File: src/rtl/periph_cmd_master.sv
// periph_cmd_master: Avalon-MM host turning a valid/ready command stream into
// single-beat reads/writes on the pb_cpu_0_s0 agent, with in-order read responses
// and timeout recovery for a hung agent.
// Ports:
//   clk_clk / reset_reset        clock, synchronous active-high reset
//   cmd_*                        command stream in (valid/ready handshake)
//   rsp_*                        read response stream out (first-word-fall-through)
//   m0_*                         Avalon-MM host port
//   err_clear / err_sticky       sticky timeout flag and its clear
//   busy                         request active, reads in flight or late beats pending
module periph_cmd_master #(
    parameter int unsigned ADDR_W      = 9,
    parameter int unsigned DATA_W      = 32,
    parameter int unsigned MAX_PENDING = 4,
    parameter int unsigned TIMEOUT_CYC = 1024
) (
    input  logic                clk_clk,
    input  logic                reset_reset,
    input  logic                cmd_valid,
    output logic                cmd_ready,
    input  logic                cmd_write,
    input  logic [ADDR_W-1:0]   cmd_address,
    input  logic [DATA_W-1:0]   cmd_writedata,
    input  logic [DATA_W/8-1:0] cmd_byteenable,
    output logic                rsp_valid,
    input  logic                rsp_ready,
    output logic [DATA_W-1:0]   rsp_readdata,
    output logic                rsp_error,
    output logic [ADDR_W-1:0]   m0_address,
    output logic                m0_read,
    output logic                m0_write,
    output logic [DATA_W-1:0]   m0_writedata,
    output logic [DATA_W/8-1:0] m0_byteenable,
    output logic                m0_burstcount,
    output logic                m0_debugaccess,
    input  logic                m0_waitrequest,
    input  logic [DATA_W-1:0]   m0_readdata,
    input  logic                m0_readdatavalid,
    input  logic                err_clear,
    output logic                err_sticky,
    output logic                busy
);

    localparam int unsigned BE_W   = DATA_W / 8;
    localparam int unsigned PTR_W  = (MAX_PENDING > 1) ? $clog2(MAX_PENDING) : 1;
    localparam int unsigned CNT_W  = $clog2(MAX_PENDING + 1);
    localparam int unsigned CRED_W = CNT_W + 1;
    localparam int unsigned TMO_W  = $clog2(TIMEOUT_CYC);

    typedef enum logic [1:0] {ST_IDLE, ST_REQ, ST_ABORT, ST_FLUSH} state_e;

    typedef struct packed {
        logic [DATA_W-1:0] data;
        logic              err;
    } rsp_t;

    state_e              state_q, state_d;
    logic [ADDR_W-1:0]   addr_q, addr_d;
    logic                rd_q, rd_d, wr_q, wr_d;
    logic [DATA_W-1:0]   wdata_q, wdata_d;
    logic [BE_W-1:0]     be_q, be_d;
    logic [CNT_W-1:0]    inflight_q, inflight_d;
    logic [CNT_W-1:0]    drop_q, drop_d;
    logic [CNT_W-1:0]    flush_q, flush_d;
    logic [TMO_W-1:0]    tmo_q, tmo_d;
    logic                err_q, err_d;
    logic                busy_q;

    rsp_t                mem_q [MAX_PENDING];
    logic [PTR_W-1:0]    wr_ptr_q, rd_ptr_q;
    logic [CNT_W-1:0]    fcnt_q;

    logic                push_c, pop_c, cmd_ready_c;
    rsp_t                push_rsp_c;
    logic [CRED_W-1:0]   cred_c;
    logic                xfer_done_c, tmo_run_c, progress_c, tmo_hit_c, credit_ok_c;

    // Next-state, Avalon request, credit and timeout logic
    always_comb begin
        state_d     = state_q;
        addr_d      = addr_q;
        rd_d        = rd_q;
        wr_d        = wr_q;
        wdata_d     = wdata_q;
        be_d        = be_q;
        inflight_d  = inflight_q;
        drop_d      = drop_q;
        flush_d     = flush_q;
        tmo_d       = tmo_q;
        err_d       = err_q & ~err_clear;
        push_c      = 1'b0;
        push_rsp_c  = '0;
        cmd_ready_c = 1'b0;

        // A read still being presented will occupy a credit once it completes
        cred_c      = CRED_W'(inflight_q) + CRED_W'(fcnt_q)
                    + CRED_W'((state_q == ST_REQ) && rd_q);
        xfer_done_c = (state_q == ST_REQ) && !m0_waitrequest;
        tmo_run_c   = ((state_q == ST_IDLE) || (state_q == ST_REQ))
                    && (((state_q == ST_REQ) && m0_waitrequest)
                        || (inflight_q != '0) || (drop_q != '0));
        progress_c  = xfer_done_c || m0_readdatavalid;
        tmo_hit_c   = tmo_run_c && !progress_c && (tmo_q == TMO_W'(TIMEOUT_CYC - 1));
        credit_ok_c = (cred_c < CRED_W'(MAX_PENDING)) && (drop_q == '0) && !tmo_hit_c;

        if (!tmo_run_c || progress_c || tmo_hit_c) tmo_d = '0;
        else                                        tmo_d = tmo_q + TMO_W'(1);

        if (xfer_done_c && rd_q) inflight_d = inflight_d + CNT_W'(1);

        // Beats owed to an aborted batch are swallowed; others go to the response FIFO
        if (m0_readdatavalid) begin
            if (drop_q != '0) begin
                drop_d = drop_q - CNT_W'(1);
            end else if (((state_q == ST_IDLE) || (state_q == ST_REQ)) && (inflight_q != '0)) begin
                push_c          = 1'b1;
                push_rsp_c.data = m0_readdata;
                push_rsp_c.err  = 1'b0;
                inflight_d      = inflight_d - CNT_W'(1);
            end
        end

        case (state_q)
            ST_IDLE: cmd_ready_c = credit_ok_c;
            ST_REQ: begin
                if (!m0_waitrequest) begin
                    cmd_ready_c = credit_ok_c;
                    if (!(cmd_valid && credit_ok_c)) begin
                        state_d = ST_IDLE;
                        rd_d    = 1'b0;
                        wr_d    = 1'b0;
                    end
                end
            end
            ST_ABORT: state_d = (flush_q != '0) ? ST_FLUSH : ST_IDLE;
            ST_FLUSH: begin
                push_c          = 1'b1;
                push_rsp_c.data = '0;
                push_rsp_c.err  = 1'b1;
                flush_d         = flush_q - CNT_W'(1);
                if (flush_q == CNT_W'(1)) state_d = ST_IDLE;
            end
            default: state_d = ST_IDLE;
        endcase

        if (cmd_valid && cmd_ready_c) begin
            state_d = ST_REQ;
            addr_d  = cmd_address;
            wdata_d = cmd_writedata;
            be_d    = cmd_byteenable;
            rd_d    = !cmd_write;
            wr_d    = cmd_write;
        end

        // Timeout: either give up on late beats, or abort and flush error responses.
        // The abandoned request was never accepted by the agent, so only the
        // in-flight reads can still produce late beats.
        if (tmo_hit_c) begin
            if (drop_q != '0) begin
                drop_d = '0;
            end else begin
                flush_d    = inflight_q + CNT_W'((state_q == ST_REQ) && rd_q);
                drop_d     = inflight_q;
                inflight_d = '0;
                rd_d       = 1'b0;
                wr_d       = 1'b0;
                err_d      = 1'b1;
                state_d    = ST_ABORT;
            end
        end
    end

    assign pop_c = rsp_ready && (fcnt_q != '0);

    // State and request registers
    always_ff @(posedge clk_clk) begin
        if (reset_reset) begin
            state_q    <= ST_IDLE;
            addr_q     <= '0;
            rd_q       <= 1'b0;
            wr_q       <= 1'b0;
            wdata_q    <= '0;
            be_q       <= '0;
            inflight_q <= '0;
            drop_q     <= '0;
            flush_q    <= '0;
            tmo_q      <= '0;
            err_q      <= 1'b0;
            busy_q     <= 1'b0;
        end else begin
            state_q    <= state_d;
            addr_q     <= addr_d;
            rd_q       <= rd_d;
            wr_q       <= wr_d;
            wdata_q    <= wdata_d;
            be_q       <= be_d;
            inflight_q <= inflight_d;
            drop_q     <= drop_d;
            flush_q    <= flush_d;
            tmo_q      <= tmo_d;
            err_q      <= err_d;
            busy_q     <= (state_d != ST_IDLE) || (inflight_d != '0) || (drop_d != '0);
        end
    end

    // Response FIFO, first-word-fall-through
    always_ff @(posedge clk_clk) begin
        if (reset_reset) begin
            wr_ptr_q <= '0;
            rd_ptr_q <= '0;
            fcnt_q   <= '0;
            for (int i = 0; i < int'(MAX_PENDING); i++) mem_q[i] <= '0;
        end else begin
            if (push_c) begin
                mem_q[wr_ptr_q] <= push_rsp_c;
                wr_ptr_q        <= wr_ptr_q + PTR_W'(1);
            end
            if (pop_c) rd_ptr_q <= rd_ptr_q + PTR_W'(1);
            fcnt_q <= fcnt_q + CNT_W'(push_c) - CNT_W'(pop_c);
        end
    end

    assign cmd_ready      = cmd_ready_c && !reset_reset;
    assign rsp_valid      = (fcnt_q != '0);
    assign rsp_readdata   = mem_q[rd_ptr_q].data;
    assign rsp_error      = mem_q[rd_ptr_q].err;
    assign m0_address     = addr_q;
    assign m0_read        = rd_q;
    assign m0_write       = wr_q;
    assign m0_writedata   = wdata_q;
    assign m0_byteenable  = be_q;
    assign m0_burstcount  = 1'b1;
    assign m0_debugaccess = 1'b0;
    assign err_sticky     = err_q;
    assign busy           = busy_q;

endmodule

File: config.mk
export PLATFORM = sky130hd
export DESIGN_NAME = periph_cmd_master
export DESIGN_NICKNAME = d
export VERILOG_FILES = /design/src/rtl/periph_cmd_master.sv
export SDC_FILE = /design/constraint.sdc
export NUM_CORES = 1
export LEC_CHECK = 0
export CELL_PAD_IN_SITES_DETAIL_PLACEMENT = 1
export CELL_PAD_IN_SITES_GLOBAL_PLACEMENT = 2
export CORE_MARGIN = 2
export CORE_UTILIZATION = 35
export CTS_CLUSTER_DIAMETER = 120
export DETAILED_ROUTE_END_ITERATION = 8
export GPL_ROUTABILITY_DRIVEN = 0
export PLACE_DENSITY = 0.83
export SLEW_MARGIN = 0
export SYNTH_ARGS = -nofsm -noshare
export SYNTH_HDL_FRONTEND = slang
export SYNTH_SLANG_ARGS = --single-unit
File: constraint.sdc
create_clock -name clk_clk -period 4.2 [get_ports clk_clk]
set_input_delay 0.84 -clock clk_clk [delete_from_list [all_inputs] [get_ports clk_clk]]
set_output_delay 0.84 -clock clk_clk [all_outputs]
set_load 0.02 [all_outputs]
Word level (Yosys, flattened, before mapping)
Memories as Yosys holds them, arrays and structs flattened. A register that Yosys moved wholly into a read port is not among the register bits. Index checks and enable logic that the tools add are counted.

Bits in registers: 77. Latch bits: 0. Bits in writable memories: 132. ROM bits: 0. Output and inout bits: 86. Memories: 1.

Memories: mem_q (words 4, bits a word 33, read ports 1, clocked after memory_dff 1, write ports 4, line 69) `rsp_t mem_q [MAX_PENDING];`.

Add/subtract/negate cells: 12. $mul: 0. Div/mod/pow operators: 0. Magnitude comparators: 1. Eq/ne operators: 5. Shift operators: 0. Mux-type cells: 55. Bitwise gates (word level): 2. Reductions and logical operators: 39.

Operator list (count): $mux 33 (5); $mux 3 (13); $reduce_or 33->1 (1); $mux 1 (25); $mux 2 (10); $reduce_bool 3->1 (6); $logic_and 1x1->1 (14); $add 10x1->10 const B (1); $eq 10x10->1 const B (1); $sub 3x1->3 const B (3); $logic_or 1x1->1 (8); $add 3x1->3 (2); $logic_not 1->1 (6); $pmux 2 s3 (1); $add 2x1->2 const B (2); $add 3x3->4 (1); $add 4x1->4 (1); $eq 2x2->1 const B (2); $lt 4x3->1 const B (1); $add 3x1->3 const B (1); $eq 3x1->1 const B (1); $logic_not 3->1 (1); $sub 3x1->3 (1); $eq 2x1->1 const B (1); other kinds (6) (6).

Logic depth before layout (Yosys ltp)
Gate-level depths: netlist of run 1.

Depth after elaboration: 19. Depth in mapped cells: 14.

Worst setup path before layout of run 1
OpenSTA, ideal clock, no wires.

Kind: input to register. Start point: in m0_readdatavalid. End point: mem mem_q[2][0] in the netlist's numbering (enable). Library setup time: 0.395 ns. Arrival time: 2.801 ns. Data required time: 3.805 ns. Slack: 1.004 ns. Cell stages on the path: 7. Buffers on the path: 1. Cells stage by stage: and4bb_2 -> nand2b_1 -> nand2_1 -> inv_2 -> or4b_1 -> clkbuf_1 -> nand2b_1.

RTL lines: start, declared (line 38) `input logic m0_readdatavalid,`; end, declared (line 69).

Worst setup path in the final report of run 1
Start point: in m0_waitrequest. End point: out cmd_ready.

Cells in the longest elaborated chain, start to end: 11. Elaborated cells on any way between the ends: 15. Classes of those cells: mux (2); reduce/logical (13).

Ends and longest elaborated chain: start, declared (line 36) `input logic m0_waitrequest,`; $logic_and 1x1->1 / $logic_not 1->1 (equally long branches); $logic_or 1x1->1 / $logic_and 1x1->1 (equally long branches) (line 101, 98); $logic_or 1x1->1 (on tied branches) (line 101, 102); $logic_and 1x1->1 / $logic_not 1->1 (equally long branches) (line 100, 103); $logic_and 1x1->1 (2 in a row) (line 103) `tmo_hit_c = tmo_run_c && !progress_c && (tmo_q == TMO_W'(TIMEOUT_CYC - 1));`; $logic_not 1->1 (line 104) `credit_ok_c = (cred_c < CRED_W'(MAX_PENDING)) && (drop_q == '0) && !tmo_hit_c;`; $logic_and 1x1->1 (line 104); $mux 1 (line 126) `if (!m0_waitrequest) begin`; $pmux 1 s2 * (line 123) `case (state_q)`; $logic_and 1x1->1 * (line 223) `assign cmd_ready = cmd_ready_c && !reset_reset;`; end, declared (line 20) `output logic cmd_ready,`.

Every way passes the cells marked *; elsewhere a longest branch is shown, timed or not.

==> results of run 1 <==
==> routing by layer <==
metal,GRT usage (%),up-vias
li1,-,2852
met1,20.0,2965
met2,29.2,189
met3,5.75,31
met4,4.31,0
met5,0,-
==> cells by family after synthesis <==
family          count (synthesis)
simple gates                  284
mux                            81
xor+xnor                       21
flops                         211
other cells                     2
compound gates                 25
fa+ha+maj                      17
buf+inv                        88
==> through the flow <==
| stage | setup slack (ns) | utilization (%) |
|---|---|---|
| finish | 0.490 | 47.1 |
| detailed placement | 0.470 | 44.0 |
| CTS | 0.466 | 47.1 |
| global route | 0.394 | 47.1 |
| global placement | 0.490 | 44.0 |
| floorplan | 1.00 | - |
==> flip-flops by register name, summed over array words and instances, names as in the netlist, named ones only <==
name           flops
err_sticky         1
m0_writedata      32
m0_write           1
busy               1
drop_q             3
m0_byteenable      4
mem_q            132
inflight_q         3
state_q            2
m0_read            1
wr_ptr_q           2
m0_address         9
rd_ptr_q           2
fcnt_q             3
tmo_q             10
flush_q            3
==> cell usage after synthesis, types with 4 or more instances <==
library cell,count
and2_1,4
nand2b_1,8
xnor2_1,13
nand2_1,46
nor2b_1,5
a21oi_1,5
xor2_1,8
nor2_1,183
inv_1,45
mux2i_1,48
mux4_2,33
ha_1,16
clkbuf_1,29
nand3_1,6
edfxtp_1,132
buf_4,4
nor3_1,11
buf_6,4
dfxtp_1,79
==> path summary, 6_finish.rpt <==
kind | from | to | slack (ns) | cells after the start
worst max-delay path | m0_waitrequest | cmd_ready | 0.49 | 6
worst min-delay path | tmo_q[0]$_SDFF_PP0_ | tmo_q[0]$_SDFF_PP0_ | 0.47 | 1
worst max register to register | inflight_q[0]$_SDFF_PP0_ | fcnt_q[2]$_SDFF_PP0_ | 1.28 | 14
worst min register to register | tmo_q[0]$_SDFF_PP0_ | tmo_q[0]$_SDFF_PP0_ | 0.47 | 1
==> cells in the final DEF, fill, tap and decap left out, types with 13 or more instances in the layout <==
master / instances
clkdlybuf4s50_1: 167
ha_1: 16
inv_1: 45
clkbuf_16: 25
dfxtp_1: 78
mux4_2: 33
edfxtp_1: 132
xnor2_1: 13
nand2_1: 46
mux2i_1: 48
nor2_1: 183
==> final cells by class <==
| type | instances | area [um^2] |
|---|---|---|
| Fill cell | 2638 | 13300 |
| Sequential cell | 211 | 5550 |
| Multi-Input combinational cell | 430 | 3090 |
| Timing Repair Buffer | 181 | 1850 |
| Clock buffer | 36 | 684 |
| Tap cell | 330 | 413 |
| Inverter | 46 | 173 |
| Clock inverter | 7 | 108 |
==> power breakdown <==
| group | switching [mW] | leakage, nW | internal (mW) |
|---|---|---|---|
| registers | 0.172 | 2.01 | 2.45 |
| clock network | 0.792 | 0.387 | 1.30 |
| logic | 1.02 | 2.06 | 0.964 |
==> flow_metrics.tcl, run 1 <==
set metrics [dict create \
    status "finished clean" \
    peakVddDrop_v 0.000290 \
    synth_flop_cell "edfxtp_1" \
    place_hpwl_um 14700 \
    cts-root-buf "clkbuf_16" \
    start_util_pct 35.7 \
    first_pass_iters 4 \
    met2WireLength_um 11000 \
    core_um2 25200 \
    final_max_slew_viol_count 0 \
    wl_met1_um 8950 \
    synth.avg_cell_area_um2 12.3 \
    synthAdderAreaFrac_pct 2.45 \
    end_kind "output port" \
    nNetsFinal 996 \
    cts_buffers 24 \
    dp_cells 1198 \
    track_usage_pct 16.8 \
    grt_pass1_vias 6551 \
    die_height_um 164 \
    postSynthCellCount 729 \
    syn_area_um2 9000 \
    period_needed_ns 3.71 \
    drt_iter0_drc 254 \
    synth_compound_area_share_pct 2.40 \
    ys_types 49 \
    areaGrowthSynthToFinish_pct 31.7 \
    max_freq_ghz 0.270 \
    vias 6037 \
    drive_gt1_share_pct 10.1 \
    wl_um 22500 \
    viasPerCell 4.86 \
    io-pin-count 171 \
    h-tree-depth 1 \
    synth_edf_count 132 \
    antenna_cells 0 \
    cp_common_cell "clkdlybuf4s50_1" \
    path_max_fanout 5 \
    clkTransAtPathRegs_ns 0.06 \
    yosysTopAreaCell "edfxtp_1" \
    fin_total_pwr_mw 6.70 \
    port_buffers 168 \
    wl_met3_um 2090 \
    detail-route-antenna-nets 0 \
    grt_pass1_wl_um 35300 \
    ctsLongestPathBuffers 3 \
    finalSetupTns_ns 0 \
    wl_per_cell_um 18.1 \
    cts_tree "built" \
    crit_type "in -> out" \
    top_layer_used "met4" \
    synth_top_family_by_area "simple AND/OR/NAND/NOR gates" \
    rows 58 \
    holdBufCountCts 0 \
    clock_latency_ns 0.51 \
    rsz0062_at_grt "no" \
    slowest_delay_ns 0.66 \
    p_per_area_nw_per_um2 565 \
    dieWidth_um 164 \
    overflow 0 \
    setup_viol 0 \
    postCtsSetupBuffers 0 \
    p_leak_nw 4.46 \
    finalCritPeriodShare_pct 88.3 \
    yosys.area_share.simple_pct 13.6 \
    synth_area_leaders "edfxtp_1 (44%), dfxtp_1 (18%), mux4_2 (8.3%)" \
    critPathBufInv 2 \
    clkSinkCount 211 \
    worstPathCellList "clkdlybuf4s50_1 -> nor2b_4 -> or4_4 -> nor3_4 -> nor2_1 -> clkdlybuf4s50_1" \
    synthArstFlopShare_pct 0 \
    yosys_warnings 0 \
    min_path_type "reg -> reg" \
    layout.cells.non_filler 1241 \
    antenna_found_initial 0 \
    postLayoutCellArea_um2 11900 \
    arrival_ns 2.87 \
    hold_violations 0 \
    ys_seq_area_share_pct 61.6 \
    critPathTopFamily "buffers and inverters" \
    ys_ff_latch 211 \
    slowest_stage "clkdlybuf4s50_1" \
    cts.repair.resized 0 \
    clock_skew_ns 0.0138 \
    cp.required_ns 3.36 \
    drc 0 \
    grt_max_degree 76 \
    synthMuxAreaShare_pct 13.6 \
    drv_cap 0 \
    dieArea_um2 27000 \
    tightest_slew_ns 0.795 \
    synthXorXnorAreaFrac_pct 2.04 \
    start_kind "input pin" \
    syn_nets 831 \
    worst_hold_slack_ns 0.470 \
    relSlewSlack_pct 47.0 \
    yosysTopAreaCellShare_pct 44.0 \
    placed_cell_area_um2 11100 \
]
Power figures use the tool's default switching activity.
==> inputs of run 2 (changes only) <==
--- a/config.mk
+++ b/config.mk
@@ -8,11 +8,13 @@
 export CELL_PAD_IN_SITES_DETAIL_PLACEMENT = 1
 export CELL_PAD_IN_SITES_GLOBAL_PLACEMENT = 2
 export CORE_MARGIN = 2
-export CORE_UTILIZATION = 35
+export CORE_UTILIZATION = 42
 export CTS_CLUSTER_DIAMETER = 120
 export DETAILED_ROUTE_END_ITERATION = 8
+export DONT_BUFFER_PORTS = 1
 export GPL_ROUTABILITY_DRIVEN = 0
-export PLACE_DENSITY = 0.83
+export PLACE_DENSITY = 0.82
+export REMOVE_ABC_BUFFERS = 1
 export SLEW_MARGIN = 0
 export SYNTH_ARGS = -nofsm -noshare
 export SYNTH_HDL_FRONTEND = slang
==> flow_metrics.tcl, run 2 (synthesis results as in run 1) <==
set metrics [dict create \
    min_to "m0_writedata[15]$_SDFFE_PP0P_" \
    grt_max_degree 78 \
    mostFrequentLayoutCell "nor2_1" \
    reg2reg_depth 8 \
    die_height_um 150 \
    drc 0 \
    r2r_end "mem_q[2][21]$_SDFFCE_PN0P_" \
    holdBufCountCts 0 \
    fin_ws_ns 0.915 \
    rrSetupSlack_ns 0.98 \
    finalSetupTns_ns 0 \
    nNetsFinal 823 \
    relSlewSlack_pct 27.9 \
    slowest_stage "dfxtp_1" \
    ctsLongestPathBuffers 3 \
    placed_cell_area_um2 9220 \
    areaGrowthSynthToFinish_pct 10.6 \
    peakVddDrop_v 0.000431 \
    fin_util_pct 47.3 \
    final_cell_mix "nor2_1 (183), edfxtp_1 (132), dfxtp_1 (77)" \
    largest_reg_flops 132 \
    core_um2 21000 \
    rsz0062_at_grt "no" \
    drive_gt1_share_pct 12.9 \
    cp.required_ns 3.36 \
    max_freq_ghz 0.304 \
    h-tree-depth 1 \
    clkTransAtPathRegs_ns 0.06 \
    n_fill_cell 2177 \
    postCtsSetupBuffers 0 \
    cts.repair.resized 0 \
    crit_type "reg -> out" \
    grt_pass1_vias 6093 \
    hold_depth 1 \
    dieWidth_um 150 \
    min_path_type "in -> reg" \
    cts-root-buf "clkbuf_16" \
    clock_latency_ns 0.51 \
    overflow 0 \
    hold_violations 0 \
    status "finished clean" \
    antenna_found_initial 0 \
    pre_cts_slack_ns 0.992 \
    place_hpwl_um 13500 \
    p_leak_nw 3.76 \
    clock_skew_ns 0.0149 \
    postLayoutCellArea_um2 9950 \
    dieArea_um2 22600 \
    multi_input_area_um2 3090 \
    finalCritPeriodShare_pct 78.2 \
    vias 5433 \
    cts_tree "built" \
    clkSinkCount 211 \
    arrival_ns 2.45 \
    top_register "mem_q" \
    tightest_slew_ns 1.08 \
    viasPerCell 5.36 \
    slowest_delay_ns 0.48 \
    cts_buffers 24 \
    start_util_pct 42.8 \
    grt_pass1_wl_um 32200 \
    period_needed_ns 3.29 \
    fin_total_pwr_mw 6.01 \
    regArea_um2 5550 \
    track_usage_pct 18.2 \
    p_per_area_nw_per_um2 604 \
    detail-route-antenna-nets 0 \
    final_max_slew_viol_count 0 \
    io-pin-count 171 \
    antenna_cells 0 \
    worstPathCellList "inv_1 -> ha_1 -> nor2b_1 -> and3_1 -> nor3_4 -> nor2_1" \
    rows 53 \
    r2r_start "inflight_q[0]$_SDFF_PP0_" \
    wl_um 20700 \
    first_pass_iters 4 \
    end_kind "output port" \
    start_kind "register" \
    setup_viol 0 \
    startpoint "inflight_q[0]$_SDFF_PP0_" \
    port_buffers 0 \
    wl_per_cell_um 20.4 \
    hp-start "reset_reset" \
    drt_iter0_drc 236 \
    drv_cap 0 \
    path_max_fanout 9 \
]
## run 2: cell types whose count changed in the layout (fill, tap and decap cells not counted), moves of 2 or more
cell             previous run  this run
clkdlybuf4s50_1           167         0
clkinv_2                    2         6
nand2b_1                    7         4
bufinv_16                   3         0
clkbuf_4                    2         0
nand2b_2                    1         4
buf_12                      6         0
clkbuf_2                    0         2
clkbuf_1                    8         3
## run 2: layout make-up
class,count,share of cell area (%)
clock inverters,13,0.855
inverters,46,1.73
repair buffers,8,0.603
clock buffers,31,6.52
multi-input cells,430,31.1
flip-flops and latches,211,55.7
well taps,275,3.46
## run 2: report_power, final
group	switching [mW]	leakage, nW	total (mW)	internal, mW
combinational	0.788	1.38	1.32	0.531
sequential	0.322	2.01	2.78	2.46
clock	0.815	0.367	1.91	1.10
total	1.93	3.76	6.01	4.09
## run 2: worst max-delay path by stage
| stage | slack [ns] | end | cells after the start |
|---|---|---|---|
| 2_1_floorplan | 0.13 | m0_write$_SDFF_PP0_ | 8 |
| 3_3_place_gp | 1.07 | mem_q[2][9]$_SDFFCE_PN0P_ | 6 |
| 3_5_place_dp | 0.99 | mem_q[2][9]$_SDFFCE_PN0P_ | 8 |
| 4_1_cts | 0.90 | cmd_ready | 6 |
| 5_1_grt | 0.76 | cmd_ready | 6 |
| 6_report | 0.91 | cmd_ready | 6 |
## run 2: per-layer routing
layer / global-route usage [%] / up-vias / routed length (um)
met3: 4.33 / 32 / 1370
met1: 21.8 / 2724 / 8280
met2: 33.1 / 165 / 10700
met5: 0 / - / 0
li1: - / 2512 / -
met4: 4.25 / 0 / 334
## run 2: critical path: cells and delay by family (launching register included)
family                   cells  cell delay [ns]
flip-flops                   1             0.48
adder cells (fa/ha/maj)      1             0.22
AND/OR/NAND/NOR              4             1.11
buffers and inverters        1             0.12
## run 2: metrics by stage
step / hold WS, ns / instances
floorplan: 0.430 / 687
global placement: 0.441 / 970
detailed placement: 0.450 / 970
CTS: 0.383 / 1014
global route: 0.384 / 1014
finish: 0.407 / 1014
==> inputs of run 3 (changes only) <==
==> constraint.sdc (replaced) <==
create_clock -name clk_clk -period 3.3 [get_ports clk_clk]
set_input_delay 0.66 -clock clk_clk [delete_from_list [all_inputs] [get_ports clk_clk]]
set_output_delay 0.66 -clock clk_clk [all_outputs]
set_load 0.02 [all_outputs]
==> flow_metrics.tcl, run 3 (synthesis results as in run 1) <==
set metrics [dict create \
    final_max_slew_viol_count 0 \
    drt_iter0_drc 252 \
    path_max_fanout 9 \
    period_needed_ns 3.08 \
    port_buffers 0 \
    status "finished clean" \
    arrival_ns 2.42 \
    clock_latency_ns 0.51 \
    cts-root-buf "clkbuf_16" \
    cts_tree "built" \
    fin_util_pct 47.7 \
    vias 5387 \
    antenna_found_initial 0 \
    slowest_stage "dfxtp_1" \
    track_usage_pct 17.9 \
    p_leak_nw 3.78 \
    place_hpwl_um 13700 \
    min_path_type "in -> reg" \
    drv_cap 0 \
    nNetsFinal 827 \
    mostFrequentLayoutCell "nor2_1" \
    wl_um 20500 \
    p_per_area_nw_per_um2 765 \
    rows 53 \
    met2WireLength_um 10500 \
    grt_pass1_wl_um 32000 \
    overflow 0 \
    top_layer_used "met4" \
    rrSetupSlack_ns 0.38 \
    clkSinkCount 211 \
    reg2reg_depth 14 \
    detail-route-antenna-nets 0 \
    dieWidth_um 150 \
    cts.repair.resized 0 \
    top_register "mem_q" \
    worstPathCellList "inv_1 -> ha_1 -> nor2b_1 -> and3_1 -> nor3_4 -> nor2_1" \
    hold_violations 0 \
    final_cell_mix "nor2_1 (183), edfxtp_1 (132), dfxtp_1 (77)" \
    fin_total_pwr_mw 7.66 \
    holdBufCountCts 0 \
    grt_max_degree 78 \
    cp.required_ns 2.64 \
    max_freq_ghz 0.324 \
    core_um2 21000 \
    postCtsSetupBuffers 0 \
    clock_skew_ns 0.0113 \
    clkTransAtPathRegs_ns 0.06 \
    die_height_um 150 \
    crit_end "cmd_ready" \
    wl_met1_um 8260 \
    wl_per_cell_um 20.2 \
    viasPerCell 5.30 \
    drc 0 \
    r2r_end "fcnt_q[2]$_SDFF_PP0_" \
    largest_reg_flops 132 \
    first_pass_iters 4 \
    areaGrowthSynthToFinish_pct 11.3 \
    grt_pass1_vias 5929 \
    h-tree-depth 1 \
    rsz0062_at_grt "no" \
    ctsLongestPathBuffers 3 \
    relSlewSlack_pct 37.8 \
    start_kind "register" \
    antenna_cells 0 \
    cts_buffers 23 \
    r2r_start "inflight_q[0]$_SDFF_PP0_" \
    peakVddDrop_v 0.000377 \
    io-pin-count 171 \
    dieArea_um2 22600 \
    wl_met3_um 1420 \
    crit_type "reg -> out" \
    end_kind "output port" \
    finalCritPeriodShare_pct 93.4 \
    startpoint "inflight_q[0]$_SDFF_PP0_" \
    drive_gt1_share_pct 12.8 \
    tightest_slew_ns 0.934 \
    slowest_delay_ns 0.46 \
    setup_viol 0 \
    start_util_pct 42.8 \
]
run 3: cell types whose count changed in the layout (fill, tap and decap cells not counted), sizes merged:
cell	before	now
buf	8	13
bufinv	0	1
clkbuf	31	32
clkinv	11	4
clkinvlp	1	2
inv	47	48
run 3: area by class of cell:
class                           count  area [um^2]
Sequential cell                   211         5550
Clock buffer                       32          622
Fill cell                        2147        11000
Tap cell                          275          344
Clock inverter                      9         80.1
Timing Repair Buffer               13          160
Inverter                           46          173
Multi-Input combinational cell    430         3090
run 3: worst max-delay path: cells and delay by family (launching register included):
| kind | cells | cell delay, ns |
|---|---|---|
| adder cells (fa/ha/maj) | 1 | 0.22 |
| buffers and inverters | 1 | 0.12 |
| flip-flops | 1 | 0.46 |
| AND/OR/NAND/NOR | 4 | 1.11 |
run 3: where the power goes:
group / switching, mW / internal [mW] / leakage [nW]
clock network: 1.01 / 1.40 / 0.340
logic: 1.02 / 0.711 / 1.43
registers: 0.402 / 3.12 / 2.01
run 3: how the worst min path moves through the flow:
stage                             start                             to  slack (ns)  cells past startpoint
CTS                         reset_reset  m0_writedata[17]$_SDFFE_PP0P_        0.21                      1
finish                      reset_reset  m0_byteenable[2]$_SDFFE_PP0P_        0.23                      1
detailed placement  tmo_q[0]$_SDFF_PP0_            tmo_q[0]$_SDFF_PP0_        0.46                      1
global placement    tmo_q[0]$_SDFF_PP0_            tmo_q[0]$_SDFF_PP0_        0.44                      1
floorplan           tmo_q[0]$_SDFF_PP0_            tmo_q[0]$_SDFF_PP0_        0.43                      1
global route                reset_reset     m0_address[5]$_SDFFE_PP0P_        0.22                      1
run 3: layer usage:
layer / track usage [%] / up-vias
met5: 0 / -
met4: 3.21 / 0
met3: 4.15 / 29
met2: 32.2 / 159
met1: 22.2 / 2692
li1: - / 2507
run 3: metrics by stage:
| step | worst slack [ns] | TNS [ns] | area [um^2] | hold slack [ns] | instances |
|---|---|---|---|---|---|
| 3_3_place_gp | 0.515 | 0 | 9320 | 0.445 | 975 |
| 6_report | 0.217 | 0 | 10000 | 0.231 | 1016 |
| 2_1_floorplan | -0.772 | -62.57 | 8800 | 0.430 | 687 |
| 4_1_cts | 0.194 | 0 | 10000 | 0.206 | 1016 |
| 5_1_grt | 0.105 | 0 | 10000 | 0.219 | 1016 |
| 3_5_place_dp | 0.397 | 0 | 9320 | 0.459 | 975 |
